[src/rtl/bitmanip_rot_pipe_if.sv]
// Request/response bundle for the rotate pipe: operand request in, rotated result out,
// each side with its own valid/ready pair.
interface bitmanip_rot_pipe_if #(
    parameter int SIZE  = 16,
    parameter int TAG_W = 4
);
    localparam int SHAMT_SIZE = $clog2(SIZE);

    logic                  valid_i;
    logic                  ready_o;
    logic [SIZE-1:0]       data_i;
    logic [SHAMT_SIZE-1:0] shamt_i;
    logic                  dir_i;
    logic [TAG_W-1:0]      tag_i;
    logic                  valid_o;
    logic                  ready_i;
    logic [SIZE-1:0]       result_o;
    logic [TAG_W-1:0]      tag_o;

    modport master (
        output valid_i, data_i, shamt_i, dir_i, tag_i, ready_i,
        input  ready_o, valid_o, result_o, tag_o
    );

    modport slave (
        input  valid_i, data_i, shamt_i, dir_i, tag_i, ready_i,
        output ready_o, valid_o, result_o, tag_o
    );
endinterface

[src/rtl/bitmanip_rot_pipe.sv]
// Two-stage rotate unit: S1 normalizes ROR to ROL, S2 rotates; valid_o two edges after accept.
// Full backpressure: holds up to two results, ready_o is combinational from ready_i.
module bitmanip_rot_pipe #(
    parameter int SIZE       = 16,
    parameter int SHAMT_SIZE = $clog2(SIZE),
    parameter int TAG_W      = 4,
    parameter int CNT_W      = 16
) (
    input  logic                 clk_i,
    input  logic                 rst_i,
    bitmanip_rot_pipe_if.slave   bus,
    output logic [CNT_W-1:0]     ops_cnt_o
);
    logic                  s1_valid;
    logic [SIZE-1:0]       s1_data;
    logic [SHAMT_SIZE-1:0] s1_eff;
    logic [TAG_W-1:0]      s1_tag;

    logic                  s2_valid;
    logic [SIZE-1:0]       s2_result;
    logic [TAG_W-1:0]      s2_tag;

    logic [CNT_W-1:0]      ops_cnt;

    logic                  s1_adv;
    logic                  s2_adv;
    logic [SHAMT_SIZE-1:0] eff_shamt;
    logic [2*SIZE-1:0]     rot_dbl;
    logic [SIZE-1:0]       rot_res;

    assign s2_adv = !s2_valid || bus.ready_i;
    assign s1_adv = !s1_valid || s2_adv;

    // Right rotate by n equals left rotate by (SIZE - n) mod SIZE, i.e. the two's complement.
    assign eff_shamt = bus.dir_i ? (SHAMT_SIZE'(0) - bus.shamt_i) : bus.shamt_i;

    assign rot_dbl = {s1_data, s1_data} << s1_eff;
    assign rot_res = rot_dbl[2*SIZE-1:SIZE];

    always_ff @(posedge clk_i or posedge rst_i) begin
        if (rst_i) begin
            s1_valid  <= 1'b0;
            s1_data   <= '0;
            s1_eff    <= '0;
            s1_tag    <= '0;
            s2_valid  <= 1'b0;
            s2_result <= '0;
            s2_tag    <= '0;
            ops_cnt   <= '0;
        end else begin
            if (s2_adv) begin
                s2_valid <= s1_valid;
                if (s1_valid) begin
                    s2_result <= rot_res;
                    s2_tag    <= s1_tag;
                end
            end
            if (s1_adv) begin
                s1_valid <= bus.valid_i;
                if (bus.valid_i) begin
                    s1_data <= bus.data_i;
                    s1_eff  <= eff_shamt;
                    s1_tag  <= bus.tag_i;
                end
            end
            if (s2_valid && bus.ready_i) begin
                ops_cnt <= ops_cnt + 1'b1;
            end
        end
    end

    assign bus.ready_o  = s1_adv;
    assign bus.valid_o  = s2_valid;
    assign bus.result_o = s2_result;
    assign bus.tag_o    = s2_tag;
    assign ops_cnt_o    = ops_cnt;
endmodule

[src/flat_wrapper.sv]
// flat-port wrapper written by rule: the top's interface ports become plain ports
module bitmanip_rot_pipe_flat 
#(
    parameter int SIZE       = 16,
    parameter int SHAMT_SIZE = $clog2(SIZE),
    parameter int TAG_W      = 4,
    parameter int CNT_W      = 16
)
  (clk_i, rst_i, ops_cnt_o, bus_valid_i, bus_data_i, bus_shamt_i, bus_dir_i, bus_tag_i, bus_ready_i, bus_ready_o, bus_valid_o, bus_result_o, bus_tag_o);
  bitmanip_rot_pipe_if #(.SIZE(SIZE), .TAG_W(TAG_W)) bus_i ();
  input  logic clk_i;
  input  logic rst_i;
  output logic [CNT_W-1:0] ops_cnt_o;
  input wire logic [$bits(bus_i.valid_i)-1:0] bus_valid_i;
  input wire logic [$bits(bus_i.data_i)-1:0] bus_data_i;
  input wire logic [$bits(bus_i.shamt_i)-1:0] bus_shamt_i;
  input wire logic [$bits(bus_i.dir_i)-1:0] bus_dir_i;
  input wire logic [$bits(bus_i.tag_i)-1:0] bus_tag_i;
  input wire logic [$bits(bus_i.ready_i)-1:0] bus_ready_i;
  output wire logic [$bits(bus_i.ready_o)-1:0] bus_ready_o;
  output wire logic [$bits(bus_i.valid_o)-1:0] bus_valid_o;
  output wire logic [$bits(bus_i.result_o)-1:0] bus_result_o;
  output wire logic [$bits(bus_i.tag_o)-1:0] bus_tag_o;
  assign bus_i.valid_i = bus_valid_i;
  assign bus_i.data_i = bus_data_i;
  assign bus_i.shamt_i = bus_shamt_i;
  assign bus_i.dir_i = bus_dir_i;
  assign bus_i.tag_i = bus_tag_i;
  assign bus_i.ready_i = bus_ready_i;
  assign bus_ready_o = bus_i.ready_o;
  assign bus_valid_o = bus_i.valid_o;
  assign bus_result_o = bus_i.result_o;
  assign bus_tag_o = bus_i.tag_o;
  bitmanip_rot_pipe #(.SIZE(SIZE), .SHAMT_SIZE(SHAMT_SIZE), .TAG_W(TAG_W), .CNT_W(CNT_W)) u_core (.clk_i(clk_i), .rst_i(rst_i), .bus(bus_i), .ops_cnt_o(ops_cnt_o));
endmodule
[config.mk]
export PLATFORM = sky130hd
export DESIGN_NAME = bitmanip_rot_pipe_flat
export DESIGN_NICKNAME = d
export VERILOG_FILES = /design/src/rtl/bitmanip_rot_pipe_if.sv /design/src/rtl/bitmanip_rot_pipe.sv /design/src/flat_wrapper.sv
export SDC_FILE = /design/constraint.sdc
export NUM_CORES = 1
export LEC_CHECK = 0
export ABC_AREA = 0
export ABC_CLOCK_PERIOD_IN_PS = 1900
export BUFFER_PORTS_ARGS = -buffer_cell sky130_fd_sc_hd__buf_4
export CORE_ASPECT_RATIO = 1.2
export CORE_UTILIZATION = 36
export CTS_BUF_LIST = sky130_fd_sc_hd__clkbuf_8
export CTS_CLUSTER_DIAMETER = 40
export CTS_CLUSTER_SIZE = 8
export DETAILED_ROUTE_END_ITERATION = 6
export PLACE_DENSITY = 0.65
export SYNTH_ARGS = -nofsm -noshare
export SYNTH_HDL_FRONTEND = slang
export SYNTH_SLANG_ARGS = --single-unit
[constraint.sdc]
create_clock -name clk_i -period 1.9 [get_ports clk_i]
set_input_delay 0.38 -clock clk_i [delete_from_list [all_inputs] [get_ports clk_i]]
set_output_delay 0.38 -clock clk_i [all_outputs]
set_load 0.005 [all_outputs]
---- Yosys cells after proc, flatten, opt, wreduce, memory -nomap -nowiden ----
Index checks and enable logic that the tools add are counted.
storage, ports and cells
  bits in registers ....................... 62
  bits of input ports ..................... 29
  output and inout port bits .............. 38
  logic and storage cells ................. 19
operators by class
  add/sub/neg operators ................... 2
  shifts and indexed selects .............. 1
  muxes and demuxes ....................... 1
  reduce and logical (&&, ||, !) cells .... 7
operator list
  kind                     number
  $shl A32 B4 Y32          1
  $add A16 B1 Y16 const B  1
  $mux W4                  1
  $reduce_and A2 Y1        2
  $sub A1 B4 Y4 const A    1
  $logic_not A1 Y1         2
  $logic_or A1 B1 Y1       2
  $logic_and A1 B1 Y1      1

---- Longest topological paths before layout ----
Gate-level depths: netlist (run 1).
  word-level depth ........................ 4
  gate-level depth with buffers ........... 6
  depth with buffers taken out ............ 5

---- Least setup slack after synthesis (run 1) ----
Ideal clock, no wire load.
  path type ............................... input port to flip-flop
  start point ............................. input port bus_ready_i
  end point ............................... register u_core.s1_data[10]
  library setup time ...................... 0.128 ns
  arrival ................................. 1.281 ns
  required time ........................... 1.772 ns
  setup slack ............................. 0.491 ns
  stages .................................. 4
  path buffers ............................ 1
  path through ............................ nand3b_1 -> nand2_4 -> buf_4 -> mux2_1
on the way
  word-level cells in the longest chain between the ends .. 3
ends and longest elaborated chain
  element                             line                     RTL
  start, declared                     flat_wrapper.sv:19       input wire logic [$bits(bus_i.ready_i)-1:0] bus_ready_i;
  $logic_or A1 B1 Y1                  bitmanip_rot_pipe.sv:31  assign s2_adv = !s2_valid || bus.ready_i;
  $logic_or A1 B1 Y1                  bitmanip_rot_pipe.sv:32  assign s1_adv = !s1_valid || s2_adv;
  $reduce_and A2 Y1 (no source line)  n/a
  end signal, assigned                bitmanip_rot_pipe.sv:61  s1_data <= bus.data_i;
  end, declared                       bitmanip_rot_pipe.sv:15  logic [SIZE-1:0] s1_data;
Every way passes these cells.
A chain may end at the register's enable or synchronous reset.

---- Worst setup path in the final report (run 1) ----
  start point ............................. register u_core.s2_valid, in the netlist u_core.bus.valid_o
  end point ............................... output port bus_ready_o
on the way
  word-level cells in the longest chain between the ends .. 3
ends and longest elaborated chain
  element                 line                     RTL
  start, declared         bitmanip_rot_pipe.sv:19  logic s2_valid;
  start signal, assigned  bitmanip_rot_pipe.sv:52  s2_valid <= s1_valid;
  $logic_not A1 Y1        bitmanip_rot_pipe.sv:31
  $logic_or A1 B1 Y1      bitmanip_rot_pipe.sv:31
  $logic_or A1 B1 Y1      bitmanip_rot_pipe.sv:32
  end, declared           flat_wrapper.sv:20       output wire logic [$bits(bus_i.ready_o)-1:0] bus_ready_o;
Every way passes these cells.

==> results of run 1 <==
[critical path, delay by kind of cell (launching register included)]
family / cells / cell delay (ns)
flip-flops: 1 / 0.46
AND/OR/NAND/NOR: 1 / 0.20
buffers and inverters: 1 / 0.19
[sequential cells by signal, summed over array words and instances (netlist names)]
register and flops:
u_core.bus.result_o 16, u_core.bus.tag_o 4, u_core.bus.valid_o 1, u_core.ops_cnt_o 16, u_core.s1_data 16, u_core.s1_eff 4, u_core.s1_tag 4, u_core.s1_valid 1
[layer usage]
metal	vias to the layer above	share of wire	GRT usage
met5	-	0	0
met4	0	0.018	0.06667
met3	12	0.063	0.05604
met2	49	0.51	0.2601
met1	1033	0.41	0.1791
li1	1024	-	-
[where the power goes]
group / switching (mW) / total, mW / internal (mW)
Clock: 0.505 / 1.30 / 0.799
Sequential: 0.243 / 1.87 / 1.63
Combinational: 0.636 / 1.37 / 0.732
[logic make-up after synthesis]
logic type,count (synthesis),share of synthesized area
buf+inv,16,0.03633
simple gates,54,0.09224
xor+xnor,17,0.04857
flops,62,0.5061
fa+ha+maj,2,0.008162
compound gates,21,0.05674
mux,74,0.2518
[final cells by class]
cell class	instances	share of cell area
timing repair buffer	71	0.1434
clock inverter	4	0.01832
multi-input combinational	168	0.3603
tap	114	0.03664
sequential	62	0.3986
inverter	3	0.003857
clock buffer	11	0.03889
[cells in the final DEF, fill, tap and decap left out, types with 3 or more instances in the layout]
| cell | count |
|---|---|
| dfrtp_1 | 62 |
| inv_1 | 3 |
| mux2i_1 | 49 |
| o221ai_1 | 15 |
| buf_4 | 69 |
| clkbuf_8 | 11 |
| o21ai_1 | 4 |
| nand2_1 | 29 |
| mux2_1 | 20 |
| xnor2_1 | 12 |
| nand4_1 | 3 |
| mux2_2 | 5 |
| nand3_1 | 5 |
| xor2_1 | 5 |
[through the flow]
stage | hold WS [ns] | total power [mW]
after floorplan | 0.4602 | 2.668
after global placement | 0.4665 | 3.257
after detailed placement | 0.4666 | 3.287
after CTS | 0.09845 | 4.610
after global routing | 0.1327 | 4.812
final | 0.09886 | 4.545
[how the worst max path moves through the flow]
stage | start | endpoint | slack (ns)
after floorplan | bus_ready_i | u_core.s1_data[10]$_DFFE_PP0P_ | 0.49
after global placement | u_core.s1_eff[1]$_DFFE_PP0P_ | u_core.bus.result_o[1]$_DFFE_PP0P_ | 0.34
after detailed placement | bus_ready_i | u_core.s1_data[13]$_DFFE_PP0P_ | 0.31
after CTS | u_core.ops_cnt_o[0]$_DFFE_PP0P_ | u_core.ops_cnt_o[12]$_DFFE_PP0P_ | 0.30
after global routing | u_core.ops_cnt_o[0]$_DFFE_PP0P_ | u_core.ops_cnt_o[12]$_DFFE_PP0P_ | 0.21
final | u_core.bus.valid_o$_DFFE_PP0P_ | bus_ready_o | 0.33
==> results.yml, run 1 <==
run_status:
  outcome: "finished, final reports clean"
setup_path:
  critical-path-max-stage-delay_ns: 0.46
  rr_worst_depth: 5
  start_kind: "flip-flop"
  rr_startpoint: "u_core.s1_eff[1]$_DFFE_PP0P_"
  cp.arrival_ns: 1.19
  path_max_fanout: 6
  cp.required_ns: 1.52
  timing.rr.end: "u_core.bus.result_o[15]$_DFFE_PP0P_"
  path_cells: "nand3b_1, buf_4"
  crit_type: "reg2out"
  ff2ff_setup_slack_ns: 0.35
  end_kind: "output pin"
  worst_path_max_delay_cell: "dfrtp_1"
synthesis:
  synth_cell_type_count: 34
  synthTopCellsByArea: "dfrtp_1 (51%), mux2i_1 (16%), mux2_1 (7.3%)"
  syn_area_sq_um: 3065
  yosysMostFrequentCell: "dfrtp_1"
  synthFlopType: "dfrtp_1"
  ys_ff_latch: 62
  yosysSeqAreaShare: 0.5061
  async_reset_ff_frac: 1.000
  synth_top_area_share: 0.5061
  synth-edff-count: 0
  syn_inst: 246
  synth_nets: 277
  yosys.area.top_type: "dfrtp_1"
  avgSynthCellArea_sq_um: 12.46
  yosys_warnings: 0
  synthTopCellsByCount: "dfrtp_1 (62), mux2i_1 (49), nand2_1 (29), mux2_1 (20), o221ai_1 (15)"
placed_design:
  dpl.hpwl_um: 4718
  place_inst: 418
  gp_congestion: 0.7560
  dpl_cell_area_sq_um: 3670
  preCtsSetupSlack_ns: 0.3117
  portBuffers: 66
power:
  peakVddDrop_mv: 0.6583
  p_leak_nw: 1.815
  powerDensity_nw_per_um2: 1168
drt:
  avgRoutedWirePerCell_um: 14.63
  vias_per_cell: 4.891
  drc: 0
  vias: 2118
  first_pass_iters: 4
  antenna_left: 0
  drt_iter0_markers: 124
  drt-total-wl_um: 6335
grt:
  grt_start_max_net_pins: 39
  antenna_found_initial: 0
  grt.overflow.total: 0
  grt_pass1_vias: 2180
  grt_use_total: 0.1549
  grt_pass1_wl_um: 10420
finish:
  antenna-diode-count: 0
  drive_gt1_frac: 0.3009
  multiInputGateArea_sq_um: 1403
  fillers: 818
  layout.cells.non_filler: 433
  finish.utilization: 0.4748
  seq_area_sq_um: 1551
  area_growth_syn_to_layout_pct: 26.98
  nets: 346
  design_area_sq_um: 3892
floorplan:
  die_area_sq_um: 8890
  coreArea_sq_um: 8198
  die_w_um: 86.24
  die_y_um: 103.1
  rows: 36
  ios: 67
  initial_core_util: 0.3739
sta:
  fmax_ghz: 0.6385
  period_share: 0.8243
  fin_crit_ns: 1.566
  timing.slew.headroom: 0.6070
  hold_violations: 0
  slew_viol_final: 0
  worstMarginPinSlew_ns: 0.5878
  setup_viol: 0
  clock_skew_ns: 0.01047
  setup_slack_ns: 0.3338
  tns_ns: 0
  rsz0062_at_grt: "false"
hold_path:
  hp-class: "in2async"
clock_tree:
  cts.clk_slew.worst_paths_ns: 0.07
  h-tree-depth: 3
  hold_buffers: 0
  cts-buffers-inserted: 9
  clockBufferDepth: 2
  post_cts_buffers: 0
  cts_sinks: 62
  ctsRootBufferMaster: "clkbuf_8"
  cts_tree: "built"
  clk_latency_ns: 0.33
  cts_repair_resize_count: 0
job:
  maxCapViolations: 0
(Power assumes the default switching activity.)
==> run 2: changes to the inputs <==
ABC_CLOCK_PERIOD_IN_PS = 1400   (was 1900)
clock period = 1.4 ns   (was 1.9 ns; I/O delays follow)
==> run 2 against run 1 <==
Compared with the run above: the run now ends with setup timing left; sequential cell count stayed put; combinational power is 80% higher; first-iteration DRC count is 18% lower; cell area is 12% higher; critical endpoint is now u_core.bus.result_o[13]$_DFFE_PP0P_; register-to-register slack worse by 0.51 ns; total power is 49% higher.
==> results.yml, run 2 (synthesis gave the netlist of run 1 again) <==
run_status:
  outcome: "finished with violations"
  violations: "setup timing"
finish:
  layout.cells.non_filler: 457
  area_growth_syn_to_layout_pct: 42.41
  nets: 369
  drive_gt1_frac: 0.4636
  antenna-diode-count: 0
  layout_common_cells: "buf_4 (79), dfrtp_1 (60), nand2_1 (25)"
  mostFrequentLayoutCell: "buf_4"
  design_area_sq_um: 4365
power:
  power_frac_comb: 0.363
  seqPwrFrac: 0.379
  peakVddDrop_mv: 0.9895
  power_frac_clock: 0.258
  power.switching_mw: 2.125
  p_int_mw: 4.658
  p_sw_frac: 0.3133
  p_leak_nw: 1.944
  totalPowerFinal_mw: 6.783
  powerDensity_nw_per_um2: 1554
setup_path:
  cp.arrival_ns: 1.80
  timing.rr.end: "u_core.bus.result_o[13]$_DFFE_PP0P_"
  path_cells: "clkbuf_16, mux2i_4, mux2i_2, mux2i_1, o221ai_1"
  ff2ff_setup_slack_ns: -0.16
  rr_worst_depth: 5
  rr_startpoint: "u_core.s1_eff[1]$_DFFE_PP0P_"
  cp.required_ns: 1.64
  worst_path_max_delay_cell: "dfrtp_2"
  end_kind: "flip-flop"
  start_kind: "flip-flop"
  critical-path-max-stage-delay_ns: 0.45
  crit_type: "reg2reg"
  path_max_fanout: 8
clock_tree:
  clockBufferDepth: 2
  cts-buffers-inserted: 9
  ctsRootBufferMaster: "clkbuf_8"
  cts.clk_slew.worst_paths_ns: 0.07
  hold_buffers: 0
  clk_latency_ns: 0.33
  cts_sinks: 62
  cts_tree: "built"
  h-tree-depth: 3
floorplan:
  die_y_um: 103.1
  rows: 36
  initial_core_util: 0.3739
  die_w_um: 86.24
  ios: 67
  die_area_sq_um: 8890
  coreArea_sq_um: 8198
hold_path:
  hp-class: "in2async"
sta:
  clock_skew_ns: 0.007539
  timing.slew.headroom: 0.7732
  worstMarginPinSlew_ns: 0.3376
  setup_viol: 16
  slew_viol_final: 0
  fin_crit_ns: 1.559
  hold_violations: 0
  rsz0062_at_grt: "true"
  fmax_ghz: 0.6415
  period_share: 1.113
  setup_slack_ns: -0.1588
drt:
  drt_iter0_markers: 102
  avgRoutedWirePerCell_um: 15.03
  vias: 2262
  vias_per_cell: 4.950
  first_pass_iters: 4
  drt-total-wl_um: 6868
  drc: 0
  antenna_left: 0
grt:
  grt_start_max_net_pins: 63
  antenna_found_initial: 0
  grt_pass1_vias: 2223
  grt_use_total: 0.1610
  grt_pass1_wl_um: 10780
  grt.overflow.total: 0
placed_design:
  dpl.hpwl_um: 4826
  portBuffers: 66
  dpl_cell_area_sq_um: 3840
  gp_congestion: 0.8107
  place_inst: 434
job:
  maxCapViolations: 0
[run 2: changes by cell type in the layout (fill, tap and decap cells not counted), sizes merged]
cell | before | now
inv | 3 | 2
clkinvlp | 2 | 3
clkinv | 0 | 2
buf | 71 | 93
[run 2: critical path: cells and delay by family, from the launching register on]
| family | cells | cell delay [ns] |
|---|---|---|
| multiplexers | 3 | 0.60 |
| flip-flops | 1 | 0.45 |
| AO/OA/AOI/OAI | 1 | 0.22 |
| buffers and inverters | 1 | 0.20 |
[run 2: through the flow]
step / hold WS [ns] / TNS (ns) / utilization / worst slack [ns]
floorplan: 0.3884 / 0 / - / 0.001352
global placement: 0.3953 / -1.007 / 0.4684 / -0.1272
detailed placement: 0.4012 / -1.620 / 0.4684 / -0.1387
CTS: 0.02818 / -1.470 / 0.4989 / -0.1345
global route: 0.03800 / -3.275 / 0.5325 / -0.2312
finish: 0.02110 / -1.956 / 0.5325 / -0.1588
[run 2: what timing repair did]
item                                    in CTS  in global routing
endpoints found under the setup margin      23                 36
cloned                                       0                  1
resized for setup                            5                 49
pin swaps                                    3                 11
hold endpoints to repair                     0                  0
buffers inserted                             1                  5
[run 2: cell type report]
| type | count | area, sq um |
|---|---|---|
| fill | 740 | 3832 |
| inverter | 3 | 15.01 |
| sequential | 62 | 1554 |
| clock buffer | 10 | 137.6 |
| timing repair buffer | 94 | 828.3 |
| tap | 114 | 142.6 |
| clock inverter | 6 | 85.08 |
| multi-input combinational | 168 | 1603 |
[run 2: how the worst max path moves through the flow]
stage / from / end / slack [ns] / cells past startpoint
global placement: u_core.s1_eff[1]$_DFFE_PP0P_ / u_core.bus.result_o[1]$_DFFE_PP0P_ / -0.13 / 5
global route: u_core.s1_eff[1]$_DFFE_PP0P_ / u_core.bus.result_o[11]$_DFFE_PP0P_ / -0.23 / 5
CTS: u_core.s1_eff[1]$_DFFE_PP0P_ / u_core.bus.result_o[13]$_DFFE_PP0P_ / -0.13 / 5
floorplan: u_core.bus.valid_o$_DFFE_PP0P_ / u_core.s1_data[10]$_DFFE_PP0P_ / 0.001 / 4
detailed placement: u_core.s1_eff[1]$_DFFE_PP0P_ / u_core.bus.result_o[1]$_DFFE_PP0P_ / -0.14 / 5
finish: u_core.s1_eff[1]$_DFFE_PP0P_ / u_core.bus.result_o[13]$_DFFE_PP0P_ / -0.16 / 5
[run 2: layer usage]
layer	global-route usage	share of wire	vias up
li1	-	-	1078
met1	0.1950	0.41	1120
met2	0.2711	0.53	54
met3	0.04644	0.044	10
met4	0.06410	0.015	0
met5	0	0	-
[run 2: power groups by stage]
| stage | Combinational, mW | Clock, mW | Sequential [mW] |
|---|---|---|---|
| global placement | 2.05 | 0 | 2.54 |
| detailed placement | 2.09 | 0 | 2.55 |
| floorplan | 1.10 | 0 | 2.53 |
| global route | 2.66 | 1.88 | 2.62 |
| CTS | 2.12 | 1.79 | 2.52 |
| finish | 2.46 | 1.75 | 2.57 |
